<file path="src/rtl/uart_arb_pkg.sv">
// Shared types and helpers for the UART TX arbiter and related bus arbiters.
package uart_arb_pkg;

   typedef enum logic [1:0] {
      IDLE,
      GRANT,
      RELEASE
   } arb_state_e;

   localparam int DEF_NUM_REQ      = 2;
   localparam int DEF_DATA_WIDTH   = 8;
   localparam int DEF_MAX_BURST    = 64;
   localparam int DEF_IDLE_TIMEOUT = 1024;

   // Index width for n entries, never narrower than one bit.
   function automatic int idx_width(input int n);
      return (n > 2) ? $clog2(n) : 1;
   endfunction

endpackage

</file>
<file path="src/rtl/rr_priority_picker.sv">
// Round-robin priority picker: first set request after ptr, wrapping modulo N.
module rr_priority_picker
   import uart_arb_pkg::*;
#(
   parameter int N  = DEF_NUM_REQ,
   parameter int IW = idx_width(DEF_NUM_REQ)
) (
   input  logic [N-1:0]  req,
   input  logic [IW-1:0] ptr,
   output logic [N-1:0]  onehot,
   output logic [IW-1:0] idx
);

   logic [IW-1:0] cand;
   logic          found;

   // NOTE: every variable assigned here gets a default first, so no path leaves one holding its old value (no latch).
   always_comb begin
      onehot = '0;
      idx    = '0;
      found  = 1'b0;
      cand   = ptr;
      for (int i = 0; i < N; i++) begin
         cand = (cand == IW'(N - 1)) ? '0 : cand + 1'b1;
         if (!found && req[cand]) begin
            found        = 1'b1;
            onehot[cand] = 1'b1;
            idx          = cand;
         end
      end
   end

endmodule

</file>
<file path="src/rtl/uart_tx_arbiter.sv">
// Round-robin, packet-locked arbiter sharing one UART TX serializer between byte-stream requesters.
module uart_tx_arbiter
   import uart_arb_pkg::*;
#(
   parameter int NUM_REQ      = DEF_NUM_REQ,
   parameter int DATA_WIDTH   = DEF_DATA_WIDTH,
   parameter int MAX_BURST    = DEF_MAX_BURST,
   parameter int IDLE_TIMEOUT = DEF_IDLE_TIMEOUT
) (
   input  logic                          clk_i,
   input  logic                          reset_i,
   input  logic [NUM_REQ-1:0]            req_valid_i,
   input  logic [NUM_REQ*DATA_WIDTH-1:0] req_data_i,
   input  logic [NUM_REQ-1:0]            req_last_i,
   output logic [NUM_REQ-1:0]            req_ready_o,
   output logic                          tx_valid_o,
   output logic [DATA_WIDTH-1:0]         tx_data_o,
   input  logic                          tx_ready_i,
   output logic [NUM_REQ-1:0]            grant_o,
   output logic                          busy_o
);

   localparam int IW = idx_width(NUM_REQ);
   localparam int BW = $clog2(MAX_BURST + 1);
   localparam int TW = $clog2(IDLE_TIMEOUT + 1);
   localparam logic [BW-1:0] BURST_MAX = BW'(MAX_BURST);
   localparam logic [TW-1:0] IDLE_MAX  = TW'(IDLE_TIMEOUT);

   arb_state_e           state_q, state_d;
   logic [IW-1:0]        grant_idx_q, grant_idx_d;
   logic [NUM_REQ-1:0]   grant_oh_q, grant_oh_d;
   logic [IW-1:0]        rr_ptr_q, rr_ptr_d;
   logic [BW-1:0]        burst_q, burst_d;
   logic [TW-1:0]        idle_q, idle_d;

   logic [NUM_REQ-1:0]   win_oh;
   logic [IW-1:0]        win_idx;
   logic [DATA_WIDTH-1:0] req_bytes [NUM_REQ];
   logic                 owner_valid, owner_last, xfer;

   for (genvar k = 0; k < NUM_REQ; k++) begin : g_unpack
      assign req_bytes[k] = req_data_i[k*DATA_WIDTH +: DATA_WIDTH];
   end

   rr_priority_picker #(
      .N  (NUM_REQ),
      .IW (IW)
   ) u_picker (
      .req    (req_valid_i),
      .ptr    (rr_ptr_q),
      .onehot (win_oh),
      .idx    (win_idx)
   );

   assign owner_valid = |(req_valid_i & grant_oh_q);
   assign owner_last  = |(req_last_i & grant_oh_q);

   // NOTE: state registers use non-blocking assignments so every flop samples pre-edge values.
   always_ff @(posedge clk_i or posedge reset_i) begin
      if (reset_i) begin
         state_q     <= IDLE;
         grant_idx_q <= '0;
         grant_oh_q  <= '0;
         rr_ptr_q    <= IW'(NUM_REQ - 1);
         burst_q     <= '0;
         idle_q      <= '0;
      end else begin
         state_q     <= state_d;
         grant_idx_q <= grant_idx_d;
         grant_oh_q  <= grant_oh_d;
         rr_ptr_q    <= rr_ptr_d;
         burst_q     <= burst_d;
         idle_q      <= idle_d;
      end
   end

   always_comb begin
      state_d     = state_q;
      grant_idx_d = grant_idx_q;
      grant_oh_d  = grant_oh_q;
      rr_ptr_d    = rr_ptr_q;
      burst_d     = burst_q;
      idle_d      = idle_q;
      req_ready_o = '0;
      tx_valid_o  = 1'b0;
      tx_data_o   = '0;
      grant_o     = '0;
      busy_o      = 1'b0;
      xfer        = 1'b0;

      case (state_q)
         IDLE: begin
            if (|req_valid_i) begin
               state_d     = GRANT;
               grant_idx_d = win_idx;
               grant_oh_d  = win_oh;
               burst_d     = '0;
               idle_d      = '0;
            end
         end

         GRANT: begin
            grant_o     = grant_oh_q;
            busy_o      = 1'b1;
            tx_valid_o  = owner_valid;
            tx_data_o   = owner_valid ? req_bytes[grant_idx_q] : '0;
            req_ready_o = tx_ready_i ? grant_oh_q : '0;
            xfer        = owner_valid && tx_ready_i;

            if (xfer && burst_q != BURST_MAX) burst_d = burst_q + 1'b1;

            // A stalled-but-valid owner keeps the counter clear, so backpressure never times out.
            if (owner_valid)            idle_d = '0;
            else if (idle_q != IDLE_MAX) idle_d = idle_q + 1'b1;

            if ((xfer && (owner_last || burst_d == BURST_MAX)) || idle_d == IDLE_MAX)
               state_d = RELEASE;
         end

         RELEASE: begin
            rr_ptr_d = grant_idx_q;
            state_d  = IDLE;
         end

         default: state_d = IDLE;
      endcase
   end

endmodule

</file>
<file path="config.mk">
export PLATFORM = sky130hd
export DESIGN_NAME = uart_tx_arbiter
export DESIGN_NICKNAME = d
export VERILOG_FILES = /design/src/rtl/uart_arb_pkg.sv /design/src/rtl/rr_priority_picker.sv /design/src/rtl/uart_tx_arbiter.sv
export SDC_FILE = /design/constraint.sdc
export NUM_CORES = 1
export LEC_CHECK = 0
export CORE_MARGIN = 2
export CORE_UTILIZATION = 35
export CTS_CLUSTER_DIAMETER = 100
export DETAILED_ROUTE_END_ITERATION = 6
export SLEW_MARGIN = 10
export SYNTH_ARGS = -nofsm -noshare
export SYNTH_HDL_FRONTEND = slang
export SYNTH_HIERARCHICAL = 1
export SYNTH_SLANG_ARGS = --single-unit
export TNS_END_PERCENT = 100
</file>
<file path="constraint.sdc">
create_clock -name clk_i -period 6.6 [get_ports clk_i]
set_input_delay 1.65 -clock clk_i [delete_from_list [all_inputs] [get_ports clk_i]]
set_output_delay 1.65 -clock clk_i [all_outputs]
set_load 0.01 [all_outputs]
</file>
---- Yosys cells after proc, flatten, opt, wreduce, memory -nomap -nowiden ----
Index checks and enable logic that the tools add are counted.
storage, ports and cells
  register bits ........................... 24
  input port bits ......................... 23
  output and inout port bits .............. 14
  word-level logic and storage cells ...... 81
operators by class
  add/sub/neg operators ................... 4
  magnitude comparators ................... 5
  equality and inequality tests ........... 8
  muxes and demuxes ....................... 37
  bitwise logic cells ..................... 4
  reductions and logical operators ........ 17
operator list
  operator                 count
  $mux W11                 4
  $mux W8                  5
  $pmux W11 S2             1
  $mux W7                  3
  $mux W2                  7
  $pmux W7 S2              1
  $mux W1                  13
  $add A11 B1 Y11 const B  1
  $eq A11 B11 Y1 const B   1
  $ne A11 B11 Y1 const B   1
  $add A7 B1 Y7 const B    1
  $eq A7 B7 Y1 const B     1
  $ne A7 B7 Y1 const B     1
  $logic_and A1 B1 Y1      6
  $reduce_and A2 Y1        3
  $reduce_or A2 Y1         3
  $and A2 B2 Y2            2
  $lt A1 B2 Y1 const B     2
  $ne A2 B2 Y1 const B     2
  $pmux W2 S2              1
  $add A1 B1 Y1 const B    2
  $demux W1 S1             2
  $eq A2 B1 Y1 const B     1
  $eq A2 B2 Y1 const B     1
  8 further kinds          10

---- Logic depth before layout (Yosys ltp) ----
  depth in word-level cells ............... 12
  mapped depth ............................ 9

---- Hierarchy ----
The synthesis kept the hierarchy.
modules (own cells, without submodules)
  module              instances  cells an instance  area an instance (um^2)  seq. area each (um^2)
  uart_tx_arbiter     1          201                1677.9                   601.8
  rr_priority_picker  1          4                  26.3                     0.0

---- Worst setup path before layout ----
OpenSTA, ideal clock, no wires.
  path kind ............................... input to output
  from .................................... input port req_valid_i[1]
  to ...................................... output port tx_data_o[0]
  data arrival time ....................... 2190 ps
  required time ........................... 4950 ps
  path slack .............................. 2760 ps
  cell stages on the path ................. 3
  path buffers ............................ 0
  cells stage by stage .................... a22o_1 -> nand2_1 -> nor2_1
between the ends
  word-level cells in the longest chain between the ends .. 4
ends and longest elaborated chain
  what                line                    source
  start: declaration  uart_tx_arbiter.sv:12   input logic [NUM_REQ-1:0] req_valid_i,
  $and A2 B2 Y2       uart_tx_arbiter.sv:55   assign owner_valid = |(req_valid_i & grant_oh_q);
  $reduce_or A2 Y1    uart_tx_arbiter.sv:55
  $mux W8             uart_tx_arbiter.sv:106  tx_data_o = owner_valid ? req_bytes[grant_idx_q] : '0;
  $mux W8             uart_tx_arbiter.sv:91   case (state_q)
  end: declaration    uart_tx_arbiter.sv:17   output logic [DATA_WIDTH-1:0] tx_data_o,
No other way between the ends.

---- Worst setup path in the final report ----
  from .................................... input port req_valid_i[1]
  to ...................................... output port tx_data_o[3]
Same word-level chain as after synthesis.

==> flow_metrics.py <==
metrics = {
    "synth": {
        "ys_seq_elements": 24,
        "netlist_top_cells_area": "dfrtp_1, o21ai_0, nor2_1",
        "synth_cells": 205,
        "ys_seq_area_share_pct": 35.32,
        "ys_warn_count": 6,
        "synth.avg_cell_area_sq_um": 8.313,
        "synth_top_area_cell": "dfrtp_1",
        "synth-edff-count": 0,
        "synth_fp_nets": 232,
        "synthArstFlopShare_pct": 100.0,
        "yosysUniqueCellTypes": 43,
        "synth_top_area_share_pct": 33.77,
        "synth-main-ff-cell": "dfrtp_1",
        "syn_area_sq_mm": 0.001704,
    },
    "sta": {
        "fin_skew_ns": 0.003934,
        "finalSetupTns_ns": 0,
        "fin_crit_sh_pct": 76.24,
        "rsz0062_at_grt": "false",
        "setup_viol": 0,
        "worst_slack_ns": 1.568,
        "slew_headroom_pct": 38.59,
        "final_max_slew_viol_count": 0,
        "tightestPinTransition_ns": 0.9201,
        "hold_viol": 0,
        "clock.fmax_mhz": 198.7,
        "finalCriticalPeriod_ns": 5.032,
    },
    "routing": {
        "via_per_inst": 5.223,
        "wl_per_cell_um": 13.77,
        "drt_iter0_drc": 113,
        "drcViolationCount": 0,
        "drt.antenna.violating_nets": 0,
        "num_vias": 1567,
        "wl_mm": 4.130,
        "first_pass_iters": 4,
    },
    "floorplanning": {
        "core_sq_mm": 0.004723,
        "row_count": 25,
        "die_x_um": 73.78,
        "die-area_sq_mm": 0.005443,
        "io_pins": 37,
        "die_h_um": 73.78,
        "start_util_pct": 36.08,
    },
    "cts": {
        "htreeDepth": 1,
        "cts.path.max_buffers": 2,
        "cts_tree": "done",
        "cts_hold_buf": 0,
        "cts_resized": 0,
        "clk_pin_slew_ns": 0.08,
        "cts_root_buf": "clkbuf_8",
        "postCtsSetupBuffers": 0,
        "clkSinkCount": 24,
        "numCtsBuffers": 3,
        "clkLatencyLatePin_ns": 0.27,
    },
    "setup_path": {
        "critPathMaxFanout": 9,
        "critical_path_class": "in2out",
        "worst_setup_path_start_kind": "input pin",
        "rr_worst_depth": 5,
        "cp.required_ns": 4.95,
        "cp.arrival_ns": 3.38,
        "critPathCaptureType": "output pin",
        "timing.rr.start": "state_q[1]$_DFFE_PP0P_",
        "ff2ff_setup_slack_ns": 4.11,
        "r2r_end": "burst_q[1]$_DFFE_PP0P_",
    },
    "flow_run": {
        "max_cap_violations": 0,
    },
    "power": {
        "power.density_mw_per_mm2": 294.1,
        "cellLeakagePower_nw": 0.8857,
        "power.total_mw": 0.6292,
        "ir_drop_mv": 0.1073,
    },
    "cells_and_area": {
        "drive_gt1_share_pct": 4.721,
        "syn2layout_area_growth_pct": 25.55,
        "final_area_sq_mm": 0.002140,
        "final_cell_mix": "clkdlybuf4s50_1, nor2_1, o21ai_0, dfrtp_1, nand2_1",
        "final_common_cell": "clkdlybuf4s50_1",
        "nNetsFinal": 261,
        "diodes": 0,
    },
    "global_route": {
        "grt_pass1_vias": 1456,
        "grt_max_degree": 25,
        "antenna_found_initial": 0,
        "gr-total-overflow": 0,
        "grtUsageTotal_pct": 16.33,
        "grt_pass1_wl_mm": 6.934,
    },
    "hold_path": {
        "hold_depth": 1,
        "min_to": "idle_q[7]$_DFFE_PP0P_",
        "hp-class": "reg2reg",
        "hp-start": "idle_q[7]$_DFFE_PP0P_",
    },
    "run_status": {
        "status": "complete, no violations",
    },
    "placed_design": {
        "placed_area_sq_mm": 0.002095,
        "place_hpwl_mm": 2.951,
        "port_buffers": 36,
        "gp_congestion": 0.7390,
        "preCtsSetupSlack_ns": 1.571,
    },
}
==> through the flow <==
stage / instances / util [%] / hold slack [ns]
5_1_grt: 300 / 45.30 / 0.5903
2_1_floorplan: 205 / - / 0.5018
6_report: 300 / 45.30 / 0.5611
3_5_place_dp: 296 / 44.34 / 0.5486
3_3_place_gp: 296 / 44.34 / 0.5429
4_1_cts: 300 / 45.30 / 0.5588
==> cell type report <==
class | instances | area (sq um)
fillers | 481 | 2584
repair buffers | 36 | 360.3
multi-input cells | 160 | 1015
well taps | 67 | 83.83
inverters | 9 | 33.78
clock buffers | 4 | 45.04
flip-flops and latches | 24 | 601.8
==> registers in the layout, summed over array words and instances, names as in the netlist <==
name / cells
grant_idx_q: 1
grant_oh_q: 2
rr_ptr_q: 1
idle_q: 11
state_q: 2
burst_q: 7
==> report_power, final <==
group	switching [mW]	internal (mW)	leakage, nW
combinational	0.169	0.148	0.543
sequential	0.0440	0.177	0.320
clock	0.0482	0.0432	0.0228
total	0.262	0.368	0.886
==> metal layers <==
layer,global-route usage (%),wire length (um),vias to the layer above
met5,0,0,-
met4,2.626,10,0
met3,3.292,160,2
met2,27.28,1862,29
met1,22.16,2097,749
li1,-,-,787
==> Yosys cell counts, types with 2 or more instances <==
cell and n:
a21boi_0 2, a21oi_1 4, a22o_1 3, a31oi_1 2
and2_1 3, and3_1 7, and4_1 2, clkbuf_1 10
dfrtp_1 23, ha_1 4, inv_1 8, mux2_2 5
mux2i_1 8, nand2_1 16, nand2b_1 4, nand3_1 10
nand4_1 5, nor2_1 23, nor2b_1 2, nor3_1 6
o21ai_0 23, o22ai_1 2, o31ai_1 5, xnor2_1 4
xor2_1 6
==> kinds of logic after synthesis <==
group / Yosys count / share of synthesized area (%)
fa+ha+maj: 4 / 2.937
simple gates: 83 / 24.38
xor+xnor: 10 / 5.139
mux: 14 / 8.884
flops: 24 / 35.32
compound gates: 49 / 18.21
buf+inv: 21 / 5.139
==> worst max-delay path, stage by stage <==
cell             delay (ns)
clkdlybuf4s50_1        0.56
a22o_1                 0.23
nand2_1                0.22
nor2_1                 0.17
clkdlybuf4s50_1        0.55
==> how the worst max path moves through the flow <==
stage | startpoint | endpoint | slack, ns
floorplan | req_valid_i[1] | tx_data_o[0] | 2.76
global placement | req_valid_i[1] | tx_data_o[4] | 1.64
detailed placement | req_valid_i[1] | tx_data_o[3] | 1.57
CTS | req_valid_i[1] | tx_data_o[3] | 1.56
global route | req_valid_i[1] | tx_data_o[1] | 1.44
finish | req_valid_i[1] | tx_data_o[3] | 1.57
Power figures use the tool's default switching activity.
